<file path="config.mk">
export PLATFORM = sky130hd
export DESIGN_NAME = wb_stage_multi_flat
export DESIGN_NICKNAME = d
export VERILOG_FILES = /design/src/rtl/wb_stage_multi_if.sv /design/src/rtl/wb_stage_multi.sv /design/src/flat_wrapper.sv
export SDC_FILE = /design/constraint.sdc
export NUM_CORES = 1
export LEC_CHECK = 0
export CAP_MARGIN = 40
export CORE_MARGIN = 5
export CORE_UTILIZATION = 35
export CTS_CLUSTER_DIAMETER = 50
export DETAILED_ROUTE_END_ITERATION = 6
export PLACE_DENSITY_LB_ADDON = 0.2
export SYNTH_ARGS = -nofsm -noshare
export SYNTH_HDL_FRONTEND = slang
export SYNTH_SLANG_ARGS = --single-unit
</file>
<file path="constraint.sdc">
create_clock -name clk -period 6.84 [get_ports clk]
set_input_delay 1.71 -clock clk [delete_from_list [all_inputs] [get_ports clk]]
set_output_delay 1.71 -clock clk [all_outputs]
set_load 0.02 [all_outputs]
</file>
<file path="src/rtl/wb_stage_multi_if.sv">
// wb_stage_multi_if: mem-stage to write-back-stage bundle bus.
//   master : mem stage, drives the bundle and samples ws_allowin
//   slave  : write-back stage, samples the bundle and drives ws_allowin
// Signals: ms_to_ws_valid, ms_lane_valid, ms_pc, ms_gr_we, ms_dest, ms_result,
//          ms_inst_csr, ms_excp, ms_ertn (mem -> wb); ws_allowin (wb -> mem).
interface wb_stage_multi_if #(
  parameter int unsigned LANES   = 2,
  parameter int unsigned ECODE_W = 14
);
  logic                       ms_to_ws_valid;
  logic [LANES-1:0]           ms_lane_valid;
  logic [LANES*32-1:0]        ms_pc;
  logic [LANES-1:0]           ms_gr_we;
  logic [LANES*5-1:0]         ms_dest;
  logic [LANES*32-1:0]        ms_result;
  logic [LANES-1:0]           ms_inst_csr;
  logic [LANES*ECODE_W-1:0]   ms_excp;
  logic [LANES-1:0]           ms_ertn;
  logic                       ws_allowin;

  modport master (
    output ms_to_ws_valid, ms_lane_valid, ms_pc, ms_gr_we, ms_dest, ms_result,
           ms_inst_csr, ms_excp, ms_ertn,
    input  ws_allowin
  );

  modport slave (
    input  ms_to_ws_valid, ms_lane_valid, ms_pc, ms_gr_we, ms_dest, ms_result,
           ms_inst_csr, ms_excp, ms_ertn,
    output ws_allowin
  );
endinterface

</file>
<file path="src/rtl/wb_stage_multi.sv">
// wb_stage_multi: multi-lane write-back stage (last stage after mem).
// Latches a LANES-wide bundle, commits GR writes in lane order, reports the
// oldest exception/ertn to CSR and feeds the single-port debug trace.
// Optional feature macro: WS_TRACE_FIFO_EN
//   defined   : trace FIFO of TRACE_DEPTH entries serialises commits; the
//               stage stalls until the FIFO has room for a whole bundle.
//   undefined : no FIFO, never stalls; trace shows the lowest writing lane.
// Ports:
//   clk, reset            clock (rising edge), asynchronous active-high reset
//   ms_bus (slave)        bundle from mem stage, ws_allowin back
//   csr_rdata             CSR read data used by lane 0 csr instructions
//   rf_we/waddr/wdata     LANES GR write ports (also forwarding to decode)
//   ws_exception          flush pulse to earlier stages
//   excp_valid/ertn_flush exception / ertn commit to CSR
//   excp_code/excp_pc     code and PC of the flushing lane
//   debug_wb_*            debug trace port
module wb_stage_multi #(
  parameter int unsigned LANES       = 2,
`ifdef WS_TRACE_FIFO_EN
  parameter int unsigned TRACE_DEPTH = 4,
`endif
  parameter int unsigned ECODE_W     = 14
) (
  input  logic                  clk,
  input  logic                  reset,
  wb_stage_multi_if.slave       ms_bus,
  input  logic [31:0]           csr_rdata,
  output logic [LANES-1:0]      rf_we,
  output logic [LANES*5-1:0]    rf_waddr,
  output logic [LANES*32-1:0]   rf_wdata,
  output logic                  ws_exception,
  output logic                  excp_valid,
  output logic                  ertn_flush,
  output logic [ECODE_W-1:0]    excp_code,
  output logic [31:0]           excp_pc,
  output logic [31:0]           debug_wb_pc,
  output logic [3:0]            debug_wb_rf_we,
  output logic [4:0]            debug_wb_rf_wnum,
  output logic [31:0]           debug_wb_rf_wdata
);

  localparam int unsigned LANE_W = $clog2(LANES + 1);

  typedef struct packed {
    logic [31:0] pc;
    logic [4:0]  wnum;
    logic [31:0] wdata;
  } trace_t;

  // Bundle registers
  logic                       ws_valid_q;
  logic [LANES-1:0]           lane_valid_q;
  logic [LANES*32-1:0]        pc_q;
  logic [LANES-1:0]           gr_we_q;
  logic [LANES*5-1:0]         dest_q;
  logic [LANES*32-1:0]        result_q;
  logic                       inst_csr_q;
  logic [LANES*ECODE_W-1:0]   excp_q;
  logic [LANES-1:0]           ertn_q;

  logic                       ws_ready_go;
  logic                       fire;
  logic                       kill_found;
  logic [LANE_W-1:0]          kill_idx;
  logic                       kill_is_excp;
  logic [ECODE_W-1:0]         kill_code;
  logic [31:0]                kill_pc;
  logic [LANES-1:0]           we_raw;

  assign ms_bus.ws_allowin = !ws_valid_q || ws_ready_go;
  assign fire              = ws_valid_q && ws_ready_go;

  // Bundle latch; a bundle occupies the stage for exactly one firing cycle
  always_ff @(posedge clk or posedge reset) begin
    if (reset) begin
      ws_valid_q   <= 1'b0;
      lane_valid_q <= '0;
      pc_q         <= '0;
      gr_we_q      <= '0;
      dest_q       <= '0;
      result_q     <= '0;
      inst_csr_q   <= 1'b0;
      excp_q       <= '0;
      ertn_q       <= '0;
    end else if (ms_bus.ws_allowin) begin
      ws_valid_q <= ms_bus.ms_to_ws_valid;
      if (ms_bus.ms_to_ws_valid) begin
        lane_valid_q <= ms_bus.ms_lane_valid;
        pc_q         <= ms_bus.ms_pc;
        gr_we_q      <= ms_bus.ms_gr_we;
        dest_q       <= ms_bus.ms_dest;
        result_q     <= ms_bus.ms_result;
        inst_csr_q   <= ms_bus.ms_inst_csr[0];
        excp_q       <= ms_bus.ms_excp;
        ertn_q       <= ms_bus.ms_ertn;
      end
    end
  end

  // Oldest killing lane: descending scan so the lowest index wins
  always_comb begin
    kill_found   = 1'b0;
    kill_idx     = '0;
    kill_is_excp = 1'b0;
    kill_code    = '0;
    kill_pc      = '0;
    for (int i = int'(LANES) - 1; i >= 0; i--) begin
      if (lane_valid_q[i] && (excp_q[i*ECODE_W +: ECODE_W] != '0 || ertn_q[i])) begin
        kill_found   = 1'b1;
        kill_idx     = LANE_W'(i);
        kill_is_excp = (excp_q[i*ECODE_W +: ECODE_W] != '0);
        kill_code    = excp_q[i*ECODE_W +: ECODE_W];
        kill_pc      = pc_q[i*32 +: 32];
      end
    end
  end

  // Exception / ertn commit; an exception on the same lane outranks ertn
  always_comb begin
    excp_valid   = fire && kill_found && kill_is_excp;
    ertn_flush   = fire && kill_found && !kill_is_excp;
    ws_exception = excp_valid || ertn_flush;
    excp_code    = ws_exception ? kill_code : '0;
    excp_pc      = ws_exception ? kill_pc   : '0;
  end

  // GR write enables: only lanes older than the kill, younger lane wins a dest clash
  always_comb begin
    we_raw = '0;
    for (int i = 0; i < int'(LANES); i++) begin
      we_raw[i] = fire && lane_valid_q[i] && gr_we_q[i] &&
                  (!kill_found || (LANE_W'(i) < kill_idx)) &&
                  (dest_q[i*5 +: 5] != 5'd0);
    end
    rf_we = we_raw;
    for (int i = 0; i < int'(LANES); i++) begin
      for (int j = 0; j < int'(LANES); j++) begin
        if (j > i && we_raw[j] && dest_q[j*5 +: 5] == dest_q[i*5 +: 5]) begin
          rf_we[i] = 1'b0;
        end
      end
    end
  end

  assign rf_waddr = dest_q;

  always_comb begin
    rf_wdata = result_q;
    if (inst_csr_q) begin
      rf_wdata[31:0] = csr_rdata;
    end
  end

`ifdef WS_TRACE_FIFO_EN
  localparam int unsigned IDX_W = $clog2(TRACE_DEPTH);
  localparam int unsigned PTR_W = IDX_W + 1;

  trace_t             mem_q [TRACE_DEPTH];
  logic [PTR_W-1:0]   wr_ptr_q, wr_ptr_d;
  logic [PTR_W-1:0]   rd_ptr_q, rd_ptr_d;
  logic [PTR_W-1:0]   count;
  logic [PTR_W:0]     free;
  logic               fifo_empty;
  logic [PTR_W-1:0]   slot [LANES];
  logic [PTR_W-1:0]   push_cnt;
  trace_t             dbg_q, dbg_d;
  logic [3:0]         dbg_we_q, dbg_we_d;

  assign count       = wr_ptr_q - rd_ptr_q;
  assign free        = (PTR_W+1)'(TRACE_DEPTH) - (PTR_W+1)'(count);
  assign fifo_empty  = (wr_ptr_q == rd_ptr_q);
  assign ws_ready_go = (free >= (PTR_W+1)'(LANES));

  // Pack writing lanes into consecutive FIFO slots in ascending lane order
  always_comb begin
    push_cnt = '0;
    for (int i = 0; i < int'(LANES); i++) begin
      slot[i] = push_cnt;
      if (rf_we[i]) begin
        push_cnt = push_cnt + PTR_W'(1);
      end
    end
  end

  always_ff @(posedge clk) begin
    for (int i = 0; i < int'(LANES); i++) begin
      if (rf_we[i]) begin
        mem_q[IDX_W'(wr_ptr_q + slot[i])] <= '{pc:    pc_q[i*32 +: 32],
                                               wnum:  dest_q[i*5 +: 5],
                                               wdata: rf_wdata[i*32 +: 32]};
      end
    end
  end

  // Pop one head entry per cycle into the registered debug port
  always_comb begin
    wr_ptr_d = wr_ptr_q + push_cnt;
    rd_ptr_d = rd_ptr_q;
    dbg_d    = dbg_q;
    dbg_we_d = 4'h0;
    if (!fifo_empty) begin
      dbg_d    = mem_q[rd_ptr_q[IDX_W-1:0]];
      dbg_we_d = 4'hf;
      rd_ptr_d = rd_ptr_q + PTR_W'(1);
    end
  end

  always_ff @(posedge clk or posedge reset) begin
    if (reset) begin
      wr_ptr_q <= '0;
      rd_ptr_q <= '0;
      dbg_q    <= '0;
      dbg_we_q <= 4'h0;
    end else begin
      wr_ptr_q <= wr_ptr_d;
      rd_ptr_q <= rd_ptr_d;
      dbg_q    <= dbg_d;
      dbg_we_q <= dbg_we_d;
    end
  end

  assign debug_wb_pc       = dbg_q.pc;
  assign debug_wb_rf_we    = dbg_we_q;
  assign debug_wb_rf_wnum  = dbg_q.wnum;
  assign debug_wb_rf_wdata = dbg_q.wdata;
`else
  assign ws_ready_go = 1'b1;

  // Bring-up trace: lowest writing lane only, shown in the commit cycle
  always_comb begin
    debug_wb_pc       = '0;
    debug_wb_rf_we    = 4'h0;
    debug_wb_rf_wnum  = '0;
    debug_wb_rf_wdata = '0;
    for (int i = int'(LANES) - 1; i >= 0; i--) begin
      if (rf_we[i]) begin
        debug_wb_pc       = pc_q[i*32 +: 32];
        debug_wb_rf_we    = 4'hf;
        debug_wb_rf_wnum  = dest_q[i*5 +: 5];
        debug_wb_rf_wdata = rf_wdata[i*32 +: 32];
      end
    end
  end
`endif

endmodule
</file>
<file path="src/flat_wrapper.sv">
// flat-port wrapper written by rule: the top's interface ports become plain ports
module wb_stage_multi_flat 
#(
  parameter int unsigned LANES       = 2,

  parameter int unsigned ECODE_W     = 14
)
  (clk, reset, csr_rdata, rf_we, rf_waddr, rf_wdata, ws_exception, excp_valid, ertn_flush, excp_code, excp_pc, debug_wb_pc, debug_wb_rf_we, debug_wb_rf_wnum, debug_wb_rf_wdata, ms_bus_ms_to_ws_valid, ms_bus_ms_lane_valid, ms_bus_ms_pc, ms_bus_ms_gr_we, ms_bus_ms_dest, ms_bus_ms_result, ms_bus_ms_inst_csr, ms_bus_ms_excp, ms_bus_ms_ertn, ms_bus_ws_allowin);
  wb_stage_multi_if #(.LANES(LANES), .ECODE_W(ECODE_W)) ms_bus_i ();
  input  logic clk;
  input  logic reset;
  input  logic [31:0] csr_rdata;
  output logic [LANES-1:0] rf_we;
  output logic [LANES*5-1:0] rf_waddr;
  output logic [LANES*32-1:0] rf_wdata;
  output logic ws_exception;
  output logic excp_valid;
  output logic ertn_flush;
  output logic [ECODE_W-1:0] excp_code;
  output logic [31:0] excp_pc;
  output logic [31:0] debug_wb_pc;
  output logic [3:0] debug_wb_rf_we;
  output logic [4:0] debug_wb_rf_wnum;
  output logic [31:0] debug_wb_rf_wdata;
  input wire logic [$bits(ms_bus_i.ms_to_ws_valid)-1:0] ms_bus_ms_to_ws_valid;
  input wire logic [$bits(ms_bus_i.ms_lane_valid)-1:0] ms_bus_ms_lane_valid;
  input wire logic [$bits(ms_bus_i.ms_pc)-1:0] ms_bus_ms_pc;
  input wire logic [$bits(ms_bus_i.ms_gr_we)-1:0] ms_bus_ms_gr_we;
  input wire logic [$bits(ms_bus_i.ms_dest)-1:0] ms_bus_ms_dest;
  input wire logic [$bits(ms_bus_i.ms_result)-1:0] ms_bus_ms_result;
  input wire logic [$bits(ms_bus_i.ms_inst_csr)-1:0] ms_bus_ms_inst_csr;
  input wire logic [$bits(ms_bus_i.ms_excp)-1:0] ms_bus_ms_excp;
  input wire logic [$bits(ms_bus_i.ms_ertn)-1:0] ms_bus_ms_ertn;
  output wire logic [$bits(ms_bus_i.ws_allowin)-1:0] ms_bus_ws_allowin;
  assign ms_bus_i.ms_to_ws_valid = ms_bus_ms_to_ws_valid;
  assign ms_bus_i.ms_lane_valid = ms_bus_ms_lane_valid;
  assign ms_bus_i.ms_pc = ms_bus_ms_pc;
  assign ms_bus_i.ms_gr_we = ms_bus_ms_gr_we;
  assign ms_bus_i.ms_dest = ms_bus_ms_dest;
  assign ms_bus_i.ms_result = ms_bus_ms_result;
  assign ms_bus_i.ms_inst_csr = ms_bus_ms_inst_csr;
  assign ms_bus_i.ms_excp = ms_bus_ms_excp;
  assign ms_bus_i.ms_ertn = ms_bus_ms_ertn;
  assign ms_bus_ws_allowin = ms_bus_i.ws_allowin;
  wb_stage_multi #(.LANES(LANES), .ECODE_W(ECODE_W)) u_core (.clk(clk), .reset(reset), .ms_bus(ms_bus_i), .csr_rdata(csr_rdata), .rf_we(rf_we), .rf_waddr(rf_waddr), .rf_wdata(rf_wdata), .ws_exception(ws_exception), .excp_valid(excp_valid), .ertn_flush(ertn_flush), .excp_code(excp_code), .excp_pc(excp_pc), .debug_wb_pc(debug_wb_pc), .debug_wb_rf_we(debug_wb_rf_we), .debug_wb_rf_wnum(debug_wb_rf_wnum), .debug_wb_rf_wdata(debug_wb_rf_wdata));
endmodule
</file>
Yosys cells after proc, flatten, opt, wreduce, memory -nomap -nowiden
Cells that the tools add are included.

word-level totals
  register bits = 174
  logic and storage cells = 59

operators by class
  order comparisons = 2
  equality and inequality tests = 1
  multiplexer cells = 22
  reduce and logical (&&, ||, !) cells = 25

operators by type and width
  kind                                              count
  two-way mux 32 bit                                8
  two-way mux 14 bit                                3
  nonzero test 14 bit                               2
  logical AND 1 bit                                 14
  two-way mux 5 bit                                 2
  nonzero test 5 bit                                2
  two-way mux 4 bit                                 2
  two-way mux 1 bit                                 7
  == test 5 bit                                     1
  logical OR 1 bit                                  5
  zero test 1 bit                                   2
  less-than comparator 1 bit, first input constant  2

Depth between registers and ports, before layout
  depth in word-level cells = 12
  gate-level depth with buffers = 8

Least setup slack after synthesis
Ideal clock, no wire load.

  path kind = register -> output
  start point = register u_core.excp_q[11]
  end point = output port debug_wb_pc[26]
  arrival time = 2668 ps
  setup slack = 2462 ps
  stages on the path, launching flop included = 8
  buffers on the path = 2
  cell sequence = dfrtp_1 or4_1 o41a_1 a311o_1 a41oi_1 buf_2 buf_4 mux2i_1

on the way
  cells in the longest elaborated chain, start to end = 11

ends and longest elaborated chain
  what                                                           RTL line               text
  start, declared                                                wb_stage_multi.sv:58   logic [LANES*ECODE_W-1:0] excp_q;
  start signal, assigned                                         wb_stage_multi.sv:94   excp_q <= ms_bus.ms_excp;
  nonzero test 14 bit (*)                                        wb_stage_multi.sv:108  if (lane_valid_q[i] && (excp_q[i*ECODE_W +: ECODE_W] != '0 || ertn_q[i])) begin
  logical OR 1 bit (*)                                           wb_stage_multi.sv:108
  logical AND 1 bit (*)                                          wb_stage_multi.sv:108
  two-way mux 1 bit                                              wb_stage_multi.sv:108
  less-than comparator 1 bit or zero test 1 bit (tied branches)  wb_stage_multi.sv:132  (!kill_found || (LANE_W'(i) < kill_idx)) &&
  logical OR 1 bit                                               wb_stage_multi.sv:132
  logical AND 1 bit                                              wb_stage_multi.sv:131  we_raw[i] = fire && lane_valid_q[i] && gr_we_q[i] &&
  logical AND 1 bit                                              wb_stage_multi.sv:132
  logical AND 1 bit                                              wb_stage_multi.sv:138  if (j > i && we_raw[j] && dest_q[j*5 +: 5] == dest_q[i*5 +: 5]) begin
  two-way mux 1 bit (*)                                          wb_stage_multi.sv:138
  named net rf_we[0]                                             flat_wrapper.sv:13     output logic [LANES-1:0] rf_we;
  two-way mux 32 bit (*)                                         wb_stage_multi.sv:236  if (rf_we[i]) begin
  end, declared                                                  flat_wrapper.sv:21     output logic [31:0] debug_wb_pc;

Mark *: on every way through the listed nets, which the timed path passes. The rest lies on a longest branch.

Worst setup path in the final report
  start point = register u_core.excp_q[11]
  end point = output port debug_wb_pc[0]

on the way
  cells in the longest elaborated chain, start to end = 11

ends and longest elaborated chain
  what                                                           RTL line
  nonzero test 14 bit (*)                                        wb_stage_multi.sv:108
  logical OR 1 bit (*)                                           wb_stage_multi.sv:108
  logical AND 1 bit (*)                                          wb_stage_multi.sv:108
  two-way mux 1 bit                                              wb_stage_multi.sv:108
  less-than comparator 1 bit or zero test 1 bit (tied branches)  wb_stage_multi.sv:132
  logical OR 1 bit                                               wb_stage_multi.sv:132
  logical AND 1 bit                                              wb_stage_multi.sv:131
  logical AND 1 bit                                              wb_stage_multi.sv:132
  logical AND 1 bit                                              wb_stage_multi.sv:138
  two-way mux 1 bit                                              wb_stage_multi.sv:138
  two-way mux 32 bit (*)                                         wb_stage_multi.sv:236

Every way passes the cells marked *; elsewhere a longest branch is shown, timed or not.

==> results.json <==
{
  "worst_setup_hold_path_clk_slew_ns": 0.08,
  "cts_resized": 0,
  "timing.final.max_slew_violations": 0,
  "drt-initial-drc-count": 299,
  "count_of_different_cell_masters_after_synthesis": 33,
  "path_class": "reg -> out",
  "track_usage": 0.197,
  "finalPower_mw": 2.90,
  "grt_overflow_total": 0,
  "mostFrequentLayoutCell": "sky130_fd_sc_hd__clkdlybuf4s50_1",
  "vias_post_dr": 7394,
  "critPathArrivalTime_ns": 3.97,
  "grt_setup_unrepaired": "no",
  "dieArea_mm2": 0.0297,
  "starting_density_of_the_core": 0.355,
  "cts_max_path_buffers": 2,
  "synth.avg_cell_area_um2": 11.2,
  "antenna_cells": 0,
  "numCtsBuffers": 17,
  "worst_hold_path_type": "reg -> reg",
  "worstSkewPairLatency_ns": 0.42,
  "worstPathRequired_ns": 5.13,
  "antenna_violating_nets_post_route": 0,
  "timing.max_slew.rel_slack": 0.586,
  "boundaryPins": 408,
  "mostFrequentLayoutCells": "sky130_fd_sc_hd__clkdlybuf4s50_1, sky130_fd_sc_hd__dfrtp_1, sky130_fd_sc_hd__mux2_2, sky130_fd_sc_hd__nand2_1, sky130_fd_sc_hd__nor2b_1",
  "mappedNetlistArea_mm2": 0.00923,
  "status": "finished, final reports clean",
  "synth_ff_type": "sky130_fd_sc_hd__dfrtp_1",
  "maxCapViolCount": 0,
  "ys_seq_elements": 174,
  "total_leakage_power_nw": 5.59,
  "hold_buffers": 0,
  "placer_congestion": 0.799,
  "design.final.nets": 1375,
  "chipWidth_um": 172,
  "synth_enable_flop_cells": 0,
  "synth_fp_nets": 1031,
  "hold_violations": 0,
  "port_buffers": 405,
  "core_area_mm2": 0.0260,
  "final.fill_count": 2335,
  "drcViolationCount": 0,
  "reg2reg_setup_slack_ns": 5.89,
  "die_span_in_y_um": 172,
  "cts_root_buffer": "sky130_fd_sc_hd__clkbuf_16",
  "detail_route.wirelength_mm": 30.3,
  "grt_pass1_vias": 7633,
  "critical_path_peak_fanout": 19,
  "syn_to_final_growth_pct": 51.0,
  "synth_sequential_area_ratio": 0.472,
  "dp.final_hpwl_mm": 22.1,
  "finalSetupTns_ns": 0,
  "netlist.top_cell.by_area": "sky130_fd_sc_hd__dfrtp_1",
  "routed_via_density": 4.88,
  "grt_antenna_before_repair": 1,
  "avgRoutedWirePerCell_um": 20.0,
  "syn_inst": 822,
  "critPathLaunchType": "register",
  "cts_tree": "yes",
  "grt_max_degree": 88,
  "htree_levels": 4,
  "synth_largest_type_area_fraction": 0.472,
  "grt_first_pass_wirelength_mm": 45.2,
  "period_needed_ns": 5.68,
  "detail_route.first_pass.iterations": 4,
  "placementRows": 59,
  "vdd_ir_drop_max_mv": 0.117,
  "setup_viol_count_final": 0,
  "fmaxAchievable_mhz": 176,
  "power-per-cell-area_mw_per_mm2": 208,
  "postCtsSetupBuffers": 0,
  "worst_clk_skew_ns": 0,
  "post_synth_main_area_contributors": "sky130_fd_sc_hd__dfrtp_1, sky130_fd_sc_hd__mux2_2, sky130_fd_sc_hd__mux2i_1, sky130_fd_sc_hd__mux2_1, sky130_fd_sc_hd__buf_4",
  "yosys_warnings": 0,
  "clock_sink_total": 174,
  "finalCritPeriodShare": 0.830,
  "layout-drive-gt1-share": 0.187,
  "critical_path_end_type": "primary output",
  "postSynth.asyncResetShare": 1.00,
  "worst-slew-pin-transition_ns": 0.621
}
per-stage QoR:
| stage | std cells | area [um2] | util | worst slack (ns) | hold slack (ns) |
|---|---|---|---|---|---|
| 2_1_floorplan | 822 | 9230 | - | 0.413 | 0.477 |
| 3_3_place_gp | 1480 | 13300 | 0.512 | 1.58 | 0.485 |
| 3_5_place_dp | 1482 | 13400 | 0.514 | 1.60 | 0.492 |
| 4_1_cts | 1514 | 13900 | 0.536 | 1.11 | 0.509 |
| 5_1_grt | 1514 | 13900 | 0.536 | 0.954 | 0.522 |
| 6_report | 1514 | 13900 | 0.536 | 1.16 | 0.504 |
state kept, by name (all words and copies together) (netlist names):
| name | count |
|---|---|
| u_core.ertn_q | 2 |
| u_core.excp_q | 28 |
| u_core.fire | 1 |
| u_core.gr_we_q | 2 |
| u_core.inst_csr_q | 1 |
| u_core.lane_valid_q | 2 |
| u_core.pc_q | 64 |
| u_core.result_q | 64 |
| u_core.rf_waddr | 10 |
power breakdown:
part,total [mW],internal [mW],switching (mW)
combinational,0.730,0.399,0.330
sequential,1.21,1.13,0.0781
clock,0.964,0.503,0.461
cell families (layout without fill, tap and decap cells):
kind of cell           after synthesis  after routing  synth area share
buffers and inverters              134            491            0.0743
AND/OR/NAND/NOR                    183            183             0.102
AO/OA/AOI/OAI                       88             88            0.0625
flip-flops                         174            174             0.472
other                                1              1          0.000406
XOR/XNOR                             5              5           0.00474
multiplexers                       237            237             0.284
synthesized netlist by cell type, types with 4 or more instances:
master	n
sky130_fd_sc_hd__nand2_1	80
sky130_fd_sc_hd__mux2i_1	37
sky130_fd_sc_hd__mux2_2	168
sky130_fd_sc_hd__and2_1	32
sky130_fd_sc_hd__o21ai_0	37
sky130_fd_sc_hd__mux2_1	32
sky130_fd_sc_hd__nor2b_1	45
sky130_fd_sc_hd__xnor2_1	5
sky130_fd_sc_hd__or4_1	4
sky130_fd_sc_hd__nor3_1	5
sky130_fd_sc_hd__inv_1	40
sky130_fd_sc_hd__nor2_1	4
sky130_fd_sc_hd__clkbuf_1	44
sky130_fd_sc_hd__buf_4	46
sky130_fd_sc_hd__a22oi_1	44
sky130_fd_sc_hd__dfrtp_1	174
final timing paths:
path	from	to	cells past startpoint
worst min register to register	u_core.result_q[31]	u_core.result_q[31]	1
worst max register to register	u_core.lane_valid_q[1]	u_core.lane_valid_q[1]	1
min in group asynchronous	reset	u_core.result_q[2]	2
worst max-delay path	u_core.excp_q[11]	debug_wb_pc[0]	7
max in group asynchronous	reset	u_core.pc_q[59]	4
worst min-delay path	u_core.result_q[31]	u_core.result_q[31]	1
area by class of cell:
type                            count  area (um2)  area share
Sequential cell                   174        4350       0.313
Multi-Input combinational cell    514        4220       0.303
Inverter                           40         155      0.0111
Tap cell                          335         419      0.0301
Timing Repair Buffer              419        4210       0.302
Clock inverter                     13         119     0.00853
Clock buffer                       19         453      0.0325
critical path, stage by stage, from the launching register on:
cell	delay, ns
sky130_fd_sc_hd__dfrtp_1	0.39
sky130_fd_sc_hd__or4_1	0.59
sky130_fd_sc_hd__o41a_2	0.58
sky130_fd_sc_hd__a311o_1	0.36
sky130_fd_sc_hd__a41oi_4	0.23
sky130_fd_sc_hd__buf_4	0.38
sky130_fd_sc_hd__mux2i_1	0.32
sky130_fd_sc_hd__clkdlybuf4s50_1	0.66
layer usage:
metal  GRT usage  vias up  routed length (um)
met1       0.240     3605               12300
met3      0.0642       29                2760
li1            -     3484                   -
met4      0.0554        0                 585
met5           0        -                   0
met2       0.334      276               14700
(Power assumes the default switching activity.)
